===== config.mk =====
export PLATFORM = sky130hd
export DESIGN_NAME = spi_dac_tx
export DESIGN_NICKNAME = d
export VERILOG_FILES = /design/src/rtl/synth_pkg.sv /design/src/rtl/dac_clk_div.sv /design/src/rtl/spi_dac_tx.sv
export SDC_FILE = /design/constraint.sdc
export NUM_CORES = 1
export LEC_CHECK = 0
export BUFFER_PORTS_ARGS = -buffer_cell sky130_fd_sc_hd__buf_4
export CAP_MARGIN = 20
export CORE_ASPECT_RATIO = 1.5
export CORE_MARGIN = 1.5
export CORE_UTILIZATION = 30
export CTS_CLUSTER_DIAMETER = 50
export DETAILED_ROUTE_END_ITERATION = 8
export GPL_TIMING_DRIVEN = 0
export PLACE_DENSITY = 0.46
export SLEW_MARGIN = 40
export SYNTH_ARGS = -nofsm -noshare
export SYNTH_HDL_FRONTEND = slang
export SYNTH_HIERARCHICAL = 1
export SYNTH_SLANG_ARGS = --single-unit

===== constraint.sdc =====
create_clock -name clk -period 5.25 [get_ports clk]
set_input_delay 1.05 -clock clk [delete_from_list [all_inputs] [get_ports clk]]
set_output_delay 1.05 -clock clk [all_outputs]
set_load 0.01 [all_outputs]

===== src/rtl/synth_pkg.sv =====
// Shared definitions for the synth datapath: DAC frame geometry, config nibble
// and the SPI DAC transmitter state encoding.
package synth_pkg;

    localparam int unsigned DAC_FRAME_W = 16;
    localparam int unsigned DAC_DATA_W  = 12;
    localparam int unsigned DAC_CFG_W   = DAC_FRAME_W - DAC_DATA_W;
    localparam int unsigned DAC_BIT_W   = $clog2(DAC_FRAME_W);

    // A/B=0, BUF=0, GA_n=1, SHDN_n=1
    localparam logic [DAC_CFG_W-1:0] DAC_CFG_DEFAULT = 4'b0011;

    typedef enum logic [1:0] {
        ST_IDLE  = 2'd0,
        ST_SHIFT = 2'd1,
        ST_HOLD  = 2'd2,
        ST_LATCH = 2'd3
    } dac_state_t;

    typedef struct packed {
        logic [DAC_CFG_W-1:0]  cfg;
        logic [DAC_DATA_W-1:0] data;
    } dac_frame_t;

endpackage


===== src/rtl/dac_clk_div.sv =====
// SCK phase divider: one-cycle tick every DIV clk cycles while enabled.
module dac_clk_div #(
    parameter int unsigned DIV = 4
) (
    input  logic clk,
    input  logic rst,
    input  logic en,
    output logic tick,
    output logic pre_tick_c
);

    localparam int unsigned CW = (DIV > 1) ? $clog2(DIV) : 1;
    localparam logic [CW-1:0] LAST = CW'(DIV - 1);

    logic [CW-1:0] cnt;

    always_ff @(posedge clk) begin
        if (rst || !en) begin
            cnt <= '0;
        end else if (cnt == LAST) begin
            cnt <= '0;
        end else begin
            cnt <= cnt + CW'(1);
        end
    end

    assign tick = en && (cnt == LAST);

    // High when the edge after the coming one will carry a tick.
    generate
        if (DIV == 1) begin : g_div1
            assign pre_tick_c = 1'b1;
        end else begin : g_divn
            assign pre_tick_c = (cnt == CW'(DIV - 2));
        end
    endgenerate

endmodule


===== src/rtl/spi_dac_tx.sv =====
// Serial transmitter for an MCP4921-style 12-bit SPI DAC: takes one modulated
// sample per frame over valid/ready and drives CS/SCK/SDI/LDAC (SPI mode 0).
module spi_dac_tx
    import synth_pkg::*;
#(
    parameter int unsigned          O      = 16,
    parameter int unsigned          CLKDIV = 4,
    parameter logic [DAC_CFG_W-1:0] CFG    = DAC_CFG_DEFAULT
) (
    input  logic         clk,
    input  logic         rst,
    input  logic [O-1:0] sampleIn,
    input  logic         sampleValid,
    output logic         sampleReady,
    output logic         dacCs_n,
    output logic         dacSck,
    output logic         dacSdi,
    output logic         dacLdac_n,
    output logic         busy
);

    dac_state_t             state;
    logic [DAC_FRAME_W-1:0] frame;
    logic [DAC_BIT_W-1:0]   bit_cnt;
    logic                   tick;
    logic                   pre_tick_c;
    logic                   accept_c;
    logic                   ready_next_c;
    dac_frame_t             load_c;

    dac_clk_div #(
        .DIV(CLKDIV)
    ) u_div (
        .clk       (clk),
        .rst       (rst),
        .en        (state != ST_IDLE),
        .tick      (tick),
        .pre_tick_c(pre_tick_c)
    );

    // Truncate the sample to the DAC resolution; low bits are dropped.
    assign load_c.cfg  = CFG;
    assign load_c.data = sampleIn[O-1 -: DAC_DATA_W];

    generate
        if (O > DAC_DATA_W) begin : g_trunc
            logic unused_lsbs;
            assign unused_lsbs = ^sampleIn[O-DAC_DATA_W-1:0];
        end
    endgenerate

    assign accept_c = sampleValid && sampleReady;

    // Ready also rises for the final LATCH cycle so a held valid is taken on the
    // LATCH-ending edge and frames run back to back every 34*CLKDIV cycles.
    always_comb begin
        ready_next_c = 1'b0;
        if ((state == ST_IDLE) && !accept_c) begin
            ready_next_c = 1'b1;
        end else if ((state == ST_LATCH) && tick && !accept_c) begin
            ready_next_c = 1'b1;
        end else if (((state == ST_LATCH) && !tick) || ((state == ST_HOLD) && tick)) begin
            ready_next_c = pre_tick_c;
        end
    end

    always_ff @(posedge clk) begin
        if (rst) begin
            state       <= ST_IDLE;
            frame       <= '0;
            bit_cnt     <= '0;
            sampleReady <= 1'b1;
            busy        <= 1'b0;
            dacCs_n     <= 1'b1;
            dacSck      <= 1'b0;
            dacSdi      <= 1'b0;
            dacLdac_n   <= 1'b1;
        end else begin
            sampleReady <= ready_next_c;
            busy        <= ~ready_next_c;
            case (state)
                ST_IDLE: begin
                    if (accept_c) begin
                        state   <= ST_SHIFT;
                        frame   <= load_c;
                        bit_cnt <= DAC_BIT_W'(DAC_FRAME_W - 1);
                        dacCs_n <= 1'b0;
                        dacSck  <= 1'b0;
                        dacSdi  <= load_c.cfg[DAC_CFG_W-1];
                    end
                end
                ST_SHIFT: begin
                    if (tick) begin
                        if (!dacSck) begin
                            dacSck <= 1'b1;
                        end else if (bit_cnt == '0) begin
                            state  <= ST_HOLD;
                            dacSck <= 1'b0;
                            dacSdi <= 1'b0;
                        end else begin
                            dacSck  <= 1'b0;
                            bit_cnt <= bit_cnt - DAC_BIT_W'(1);
                            frame   <= {frame[DAC_FRAME_W-2:0], 1'b0};
                            dacSdi  <= frame[DAC_FRAME_W-2];
                        end
                    end
                end
                ST_HOLD: begin
                    if (tick) begin
                        state     <= ST_LATCH;
                        dacCs_n   <= 1'b1;
                        dacLdac_n <= 1'b0;
                    end
                end
                ST_LATCH: begin
                    if (tick) begin
                        dacLdac_n <= 1'b1;
                        if (accept_c) begin
                            state   <= ST_SHIFT;
                            frame   <= load_c;
                            bit_cnt <= DAC_BIT_W'(DAC_FRAME_W - 1);
                            dacCs_n <= 1'b0;
                            dacSck  <= 1'b0;
                            dacSdi  <= load_c.cfg[DAC_CFG_W-1];
                        end else begin
                            state <= ST_IDLE;
                        end
                    end
                end
                default: state <= ST_IDLE;
            endcase
        end
    end

endmodule


==> impl_metrics.yaml, run 1 <==
status:
  status: "complete, no violations"
cts:
  ctsHoldBuffers: 0
  cts_resized: 0
  clockBufferDepth: 2
  cts_root_buffer: "clkbuf_8"
  cts_tree: "built"
  clock-sinks: 29
  cts.clk_slew.worst_paths_ps: 60
  clock_latency_ps: 280
  h-tree-depth: 2
  cts_buffers: 5
  cts_setup_buffers: 0
synth:
  synth_edf_count: 0
  ys.flop_type: "dfxtp_1"
  yosysWarnings: 6
  yosysSeqAreaShare_pct: 37.54
  synth_area_um2: 1546
  syn_nets: 182
  synth_cells: 154
  synth_seq_cells: 29
  async_flop_share_pct: 0
  syn_avg_cell_area_um2: 10.04
  synth.distinct_cells: 39
sta:
  slew-limit-headroom_pct: 61.68
  period_share_pct: 41.80
  timing.hold.ws_ps: 455.1
  max_freq_mhz: 455.7
  timing.final.ws_setup_ps: 3056
  finalClockSkew_ps: 6.448
  rsz0062_at_grt: "false"
  setup_violations: 0
  maxSlewViolCount: 0
  finalSetupTns_ps: 0
  worst_slew_pin_slew_ps: 574.9
  fin_crit_ps: 2194
  finalHoldViolations: 0
power:
  p_sw_share_pct: 37.46
  p_comb_share_pct: 45.0
  power.net_switching_w: 0.0004087
  leakage_nw: 0.7222
  ir_drop_mv: 0.2360
  p_int_w: 0.0006824
  power_density_nw_per_um2: 575.6
  p_seq_share_pct: 32.9
  p_clk_share_pct: 22.1
drt:
  detail_route.vias_per_cell: 5.105
  drc: 0
  vias: 1266
  wl_mm: 3.435
  antenna_left: 0
  wl_per_cell_um: 13.85
  drt-pass1-iter-count: 4
  first_iter_violations: 43
grt:
  grt_pass1_wl_mm: 5.616
  antenna_found_initial: 0
  grt_max_degree: 11
  track_usage_pct: 13.50
  grt_pass1_vias: 1196
  grt_overflow_total: 0
floorplanning:
  rows: 31
  io_pins: 25
  coreArea_um2: 4887
  die_w_um: 61.62
  die_area_um2: 5603
  start_util_pct: 31.64
  die_h_um: 90.94
setup_path:
  arrival_ps: 2370
  cp_slowest_stage_delay_ps: 360
  worst-path-buf-inv: 4
  cp_slowest_cell: "dfxtp_1"
  critPathTopFamily: "buffers and inverters"
  crit_path_max_fanout: 10
  required_ps: 5420
  cp-start-kind: "flip-flop"
  worstPathCellList: "inv_1 -> ha_1 -> inv_1 -> and2_2 -> o21ba_4 -> nor2_4 -> and2_1 -> buf_6 -> buf_6 -> o21a_1"
  end_kind: "flip-flop"
  crit_type: "reg -> reg"
final_layout:
  area_growth_pct: 22.57
  layout_common_cells: "dfxtp_1 (29), a21oi_1 (21), buf_4 (21), mux2i_1 (12)"
  multi_input_area_um2: 869.6
  ff_latch_area_um2: 580.6
  antenna_cells: 0
  layout-drive-gt1-share_pct: 26.37
  fill_cells: 524
  layout_commonest_cell: "dfxtp_1"
  fin_nets: 209
placed_design:
  place_hpwl_mm: 2.555
  place_ws_ps: 2932
  gp_congestion: 0.7501
  port_buffers: 20
min_path:
  hold_path_class: "reg -> reg"
job:
  max_cap_violations: 0
logic make-up (layout without fill, tap and decap cells):
family	Yosys count	after routing	synth area share, %
buffers and inverters	18	46	6.230
AND/OR/NAND/NOR	31	31	15.70
adder cells (fa/ha/maj)	9	9	7.282
multiplexers	12	12	7.767
flip-flops	29	29	37.54
AO/OA/AOI/OAI	55	55	25.49
stage by stage:
stage	power (W)	instances	utilization, %	cell area, um2
after global placement	0.0008414	240	36.41	1779
after floorplan	0.0007385	154	-	1546
after detailed placement	0.0008596	240	36.41	1779
after global routing	0.001169	248	38.79	1896
final	0.001091	248	38.79	1896
after CTS	0.001104	248	38.79	1896
routing by layer:
| layer | global-route usage, % | part of all wire (%) | wire length (um) |
|---|---|---|---|
| met1 | 16.04 | 42 | 1442 |
| met2 | 21.23 | 51 | 1745 |
| met3 | 3.989 | 4.0 | 139 |
| met4 | 6.738 | 3.1 | 108 |
| met5 | 0 | 0 | 0 |
layout make-up:
cell class	count	share of cell area, %
buffer	9	3.300
clock buffer	7	4.554
clock inverter	1	1.584
inverter	9	1.782
multi-input combinational	107	45.87
sequential	29	30.63
tap	66	4.356
timing repair buffer	20	7.921
flip-flops by register name, indices dropped and copies added, names as in the netlist:
register / count
dacSck: 1
bit_cnt: 4
dacSdi: 1
frame: 15
dacLdac_n: 1
state: 2
sampleReady: 1
dacCs_n: 1
u_div/cnt: 2
busy: 1
cell usage after synthesis (3+ instances only):
cell type	count	area, um2
o21a_1	4	30.03
o31ai_1	3	22.52
nand2b_1	5	31.28
a211oi_2	4	50.05
mux2i_1	12	120.1
ha_1	9	112.6
nor2_1	3	11.26
buf_6	3	33.78
nand2_1	6	22.52
inv_1	9	33.78
a211oi_1	8	60.06
clkbuf_1	3	11.26
dfxtp_1	29	580.6
a21oi_1	21	105.1
a311oi_1	3	26.28
path summary, 6_finish.rpt:
check | slack [ps] | endpoint | from | depth (start not counted)
setup / recovery | 3060 | bit_cnt[1] | state[1] | 10
hold / removal | 460 | dacCs_n | dacCs_n | 2
setup reg to reg | 3060 | bit_cnt[1] | state[1] | 10
hold reg to reg | 460 | dacCs_n | dacCs_n | 2
power groups by stage:
stage / sequential, W / combinational, W / clock [W]
3_5_place_dp: 0.000364 / 0.000495 / 0
4_1_cts: 0.000359 / 0.000497 / 0.000249
2_1_floorplan: 0.000353 / 0.000385 / 0
6_report: 0.000359 / 0.000491 / 0.000241
3_3_place_gp: 0.000359 / 0.000482 / 0
5_1_grt: 0.000368 / 0.000541 / 0.000259
worst min-delay path, stage by stage (launching register included):
cell and delay [ps]:
dfxtp_1 310, o31ai_1 60, nand2_1 40
(Power assumes the default switching activity.)
==> run 2, diff against run 1 <==
Clock period 5.25 ns to 2.19 ns, I/O delays scaled along.
==> impl_metrics.yaml, run 2 (same netlist as run 1, synthesis figures left out) <==
grt:
  grt_max_degree: 11
  grt_overflow_total: 0
  track_usage_pct: 13.50
  use_met1_pct: 16.04
  grt_busiest_layer: "met2"
  antenna_found_initial: 0
  grt.met3_usage_pct: 3.989
  gr-usage-met2_pct: 21.23
  grt_pass1_wl_mm: 5.616
  grt_pass1_vias: 1196
min_path:
  hold_path_class: "in -> reg"
  holdPathStages: 2
  holdPathEnd: "u_div/cnt[0]"
  hold_start: "rst"
sta:
  maxSlewViolCount: 0
  period_share_pct: 93.77
  fin_crit_ps: 2054
  slew-limit-headroom_pct: 61.68
  finalClockSkew_ps: 6.374
  timing.hold.ws_ps: 351.5
  setup_violations: 0
  max_freq_mhz: 487.0
  rsz0062_at_grt: "false"
  worst_slew_pin_slew_ps: 574.9
  finalHoldViolations: 0
floorplanning:
  rows: 31
  die_h_um: 90.94
  die_area_um2: 5603
  start_util_pct: 31.64
  io_pins: 25
  die_w_um: 61.62
  coreArea_um2: 4887
final_layout:
  fill_cells: 524
  antenna_cells: 0
  layout_common_cells: "dfxtp_1 (28), a21oi_1 (21), buf_4 (21), mux2i_1 (12)"
  layout_commonest_cell: "dfxtp_1"
  largest_register_ffs: 15
  area_growth_pct: 23.46
  multi_input_area_um2: 882.1
  utilization_pct: 39.07
  layout-drive-gt1-share_pct: 28.02
  largest-register: "frame"
  fin_nets: 209
  largestRegisters: "frame (15), bit_cnt (4)"
  ff_latch_area_um2: 581.8
setup_path:
  arrival_ps: 2230
  critPathLaunch: "state[1]"
  r2r_slack_ps: 140
  r2r_end: "bit_cnt[1]"
  crit_type: "reg -> reg"
  r2r_cells: 10
  cp-start-kind: "flip-flop"
  r2r-start: "state[1]"
  crit_path_max_fanout: 10
  worstPathCellList: "inv_1 -> ha_4 -> inv_1 -> and2_2 -> o21ba_4 -> nor2_4 -> and2_1 -> buf_6 -> buf_6 -> o21a_1"
  cp_slowest_stage_delay_ps: 350
  cp_slowest_cell: "dfxtp_2"
  end_kind: "flip-flop"
  required_ps: 2360
power:
  p_total_w: 0.002640
  ir_drop_mv: 0.5657
  power_density_nw_per_um2: 1383
  leakage_nw: 0.7235
cts:
  clock-sinks: 29
  clock_latency_ps: 280
  ctsHoldBuffers: 0
  h-tree-depth: 2
  clockBufferDepth: 2
  cts_buffers: 5
  cts_root_buffer: "clkbuf_8"
  cts_tree: "built"
  cts.clk_slew.worst_paths_ps: 70
drt:
  antenna_left: 0
  vias: 1273
  detail_route.vias_per_cell: 5.133
  wl_mm: 3.435
  drc: 0
  drt-pass1-iter-count: 4
  wl_per_cell_um: 13.85
  first_iter_violations: 34
placed_design:
  place_hpwl_mm: 2.555
  port_buffers: 20
  gp_congestion: 0.7501
job:
  max_cap_violations: 0
status:
  status: "complete, no violations"
## run 2: cell counts in the layout (fill, tap and decap cells not counted)
Identical to the previous run, type by type.
## run 2: repair_timing
action / 4_1_cts / 5_1_grt
buffers inserted: 0 / 0
resized for setup: 1 / 3
setup endpoints to repair: 4 / 13
endpoints found under the hold margin: 0 / 0
## run 2: power breakdown
| part | internal [W] | leakage [nW] | total [W] | switching (W) |
|---|---|---|---|---|
| sequential | 0.000716 | 0.239 | 0.000863 | 0.000148 |
| clock | 0.000371 | 0.0585 | 0.000578 | 0.000208 |
| combinational | 0.000568 | 0.426 | 0.00120 | 0.000630 |
## run 2: per-stage QoR
step                      TNS, ps  setup slack [ps]  instance area [um2]  std cells
after floorplan                 0             263.6                 1546        154
after global placement          0             32.17                 1779        240
after detailed placement   -21.12            -9.561                 1779        240
after CTS                       0             37.31                 1898        248
after global routing            0             15.63                 1909        248
final                           0             136.5                 1909        248
## run 2: worst max-delay path, delay by kind of cell, from the launching register on
family	cells	cell delay, ps
DFF	1	350
AOI/OAI and AO/OA	2	460
adders and majority gates	1	190
and+or+nand+nor	3	470
buffers and inverters	4	490
## run 2: per-layer routing
metal	routed length [um]	part of all wire (%)
met2	1761	51
met3	145	4.2
met5	0	0
met1	1421	41
met4	108	3.1
## run 2: worst max-delay path by stage
stage,endpoint,depth (start not counted)
2_1_floorplan,bit_cnt[0],10
3_3_place_gp,frame[12],10
6_report,bit_cnt[1],10
3_5_place_dp,bit_cnt[1],10
4_1_cts,bit_cnt[1],10
5_1_grt,frame[8],10
## run 2: final cells by class
type,instances,share of cell area [%]
multi-input combinational,107,46.20
sequential,29,30.47
timing repair buffer,20,7.864
clock buffer,7,4.522
tap,66,4.325
buffer,9,3.277
inverter,9,1.769
clock inverter,1,1.573
==> run 3, diff against run 2 <==
Settings changed: PLACE_DENSITY 0.46 to 0.54.
==> impl_metrics.yaml, run 3 (same netlist as run 1, synthesis figures left out) <==
power:
  power_density_nw_per_um2: 1315
  p_sw_share_pct: 39.35
  p_int_w: 0.001482
  power.net_switching_w: 0.0009616
  p_comb_share_pct: 48.3
  ir_drop_mv: 0.6353
  leakage_nw: 0.7030
  p_clk_share_pct: 16.5
  p_seq_share_pct: 35.2
placed_design:
  place_hpwl_mm: 2.447
  gp_congestion: 0.7628
  placed_cell_area_um2: 1779
  port_buffers: 20
  place_ws_ps: 30.72
cts:
  clockBufferDepth: 2
  cts.clk_slew.worst_paths_ps: 60
  cts_root_buffer: "clkbuf_8"
  clock-sinks: 29
  clock_latency_ps: 280
  cts_tree: "built"
  h-tree-depth: 2
  cts_buffers: 5
setup_path:
  required_ps: 2360
  arrival_ps: 2250
  cp-start-kind: "flip-flop"
  crit_path_max_fanout: 10
  end_kind: "flip-flop"
  crit_type: "reg -> reg"
  r2r_slack_ps: 110
grt:
  grt.met3_usage_pct: 4.274
  grt_overflow_total: 0
  antenna_found_initial: 0
  grt_pass1_vias: 1250
  track_usage_pct: 13.02
  use_met1_pct: 15.13
  grt_max_degree: 11
  gr-usage-met2_pct: 21.75
  grt_pass1_wl_mm: 5.526
  grt_busiest_layer: "met2"
final_layout:
  fill_cells: 522
  largestRegisters: "frame (15), bit_cnt (4)"
  layout_common_cells: "dfxtp_1 (27), a21oi_1 (21), buf_4 (21), mux2i_1 (12)"
  layout_commonest_cell: "dfxtp_1"
  area_growth_pct: 20.15
  fin_nets: 209
  largest-register: "frame"
  utilization_pct: 38.02
  antenna_cells: 0
  design_area_um2: 1858
  largest_register_ffs: 15
  layout-drive-gt1-share_pct: 28.33
min_path:
  hold_path_class: "in -> reg"
drt:
  detail_route.vias_per_cell: 4.972
  vias: 1223
  wl_per_cell_um: 13.20
  first_iter_violations: 40
  drc: 0
  drt-pass1-iter-count: 4
  wl_mm: 3.248
  antenna_left: 0
floorplanning:
  die_w_um: 61.62
  coreArea_um2: 4887
  rows: 31
  die_area_um2: 5603
  io_pins: 25
  start_util_pct: 31.64
  die_h_um: 90.94
sta:
  finalSetupTns_ps: 0
  max_freq_mhz: 480.6
  rsz0062_at_grt: "false"
  finalHoldViolations: 0
  setup_violations: 0
  fin_crit_ps: 2081
  timing.final.ws_setup_ps: 109.3
  maxSlewViolCount: 0
  timing.hold.ws_ps: 350.0
  worst_slew_pin_slew_ps: 584.5
  finalClockSkew_ps: 8.518
  slew-limit-headroom_pct: 61.03
  period_share_pct: 95.01
status:
  status: "complete, no violations"
job:
  max_cap_violations: 0
-- run 3: critical path: stages, from the launching register on --
cell and delay [ps]:
dfxtp_2 340, inv_1 130, ha_2 240, inv_1 70
and2_2 240, o21ba_4 280, nor2_4 70, and2_1 160
buf_6 130, buf_6 140, o21a_1 170
-- run 3: layout make-up --
class / instances / area [um2] / share of cell area, %
Clock inverter: 1 / 5.005 / 0.2694
Timing Repair Buffer: 20 / 150.1 / 8.081
Multi-Input combinational cell: 107 / 872.1 / 46.94
Buffer: 9 / 62.56 / 3.367
Inverter: 9 / 33.78 / 1.818
Clock buffer: 5 / 68.82 / 3.704
Sequential cell: 29 / 583.1 / 31.38
Tap cell: 66 / 82.58 / 4.444
-- run 3: stage by stage --
step           cells  power, W
3_5_place_dp     240  0.002054
4_1_cts          246  0.002463
5_1_grt          246  0.002637
3_3_place_gp     240  0.002003
6_report         246  0.002444
2_1_floorplan    154  0.001770
-- run 3: what timing repair did --
item	4_1_cts	5_1_grt
buffers inserted	0	0
endpoints found under the setup margin	0	13
resized for setup	0	4
hold buffers	0	0
-- run 3: path summary, 6_finish.rpt --
path	start	end	cells past startpoint
setup reg to reg	state[1]	frame[13]	10
hold reg to reg	dacCs_n	dacCs_n	2
setup / recovery	state[1]	frame[13]	10
hold / removal	rst	u_div/cnt[1]	2
-- run 3: metal layers --
layer  routed length (um)  share of wire [%]
met4                   45                1.4
met1                 1363                 42
met5                    0                  0
met2                 1713                 53
met3                  126                3.9
-- run 3: power by group through the flow --
stage | clock network (W) | registers, W | logic (W)
2_1_floorplan | 0 | 0.000847 | 0.000923
5_1_grt | 0.000436 | 0.000889 | 0.00131
3_3_place_gp | 0 | 0.000861 | 0.00114
3_5_place_dp | 0 | 0.000869 | 0.00119
6_report | 0.000402 | 0.000861 | 0.00118
4_1_cts | 0.000418 | 0.000857 | 0.00119
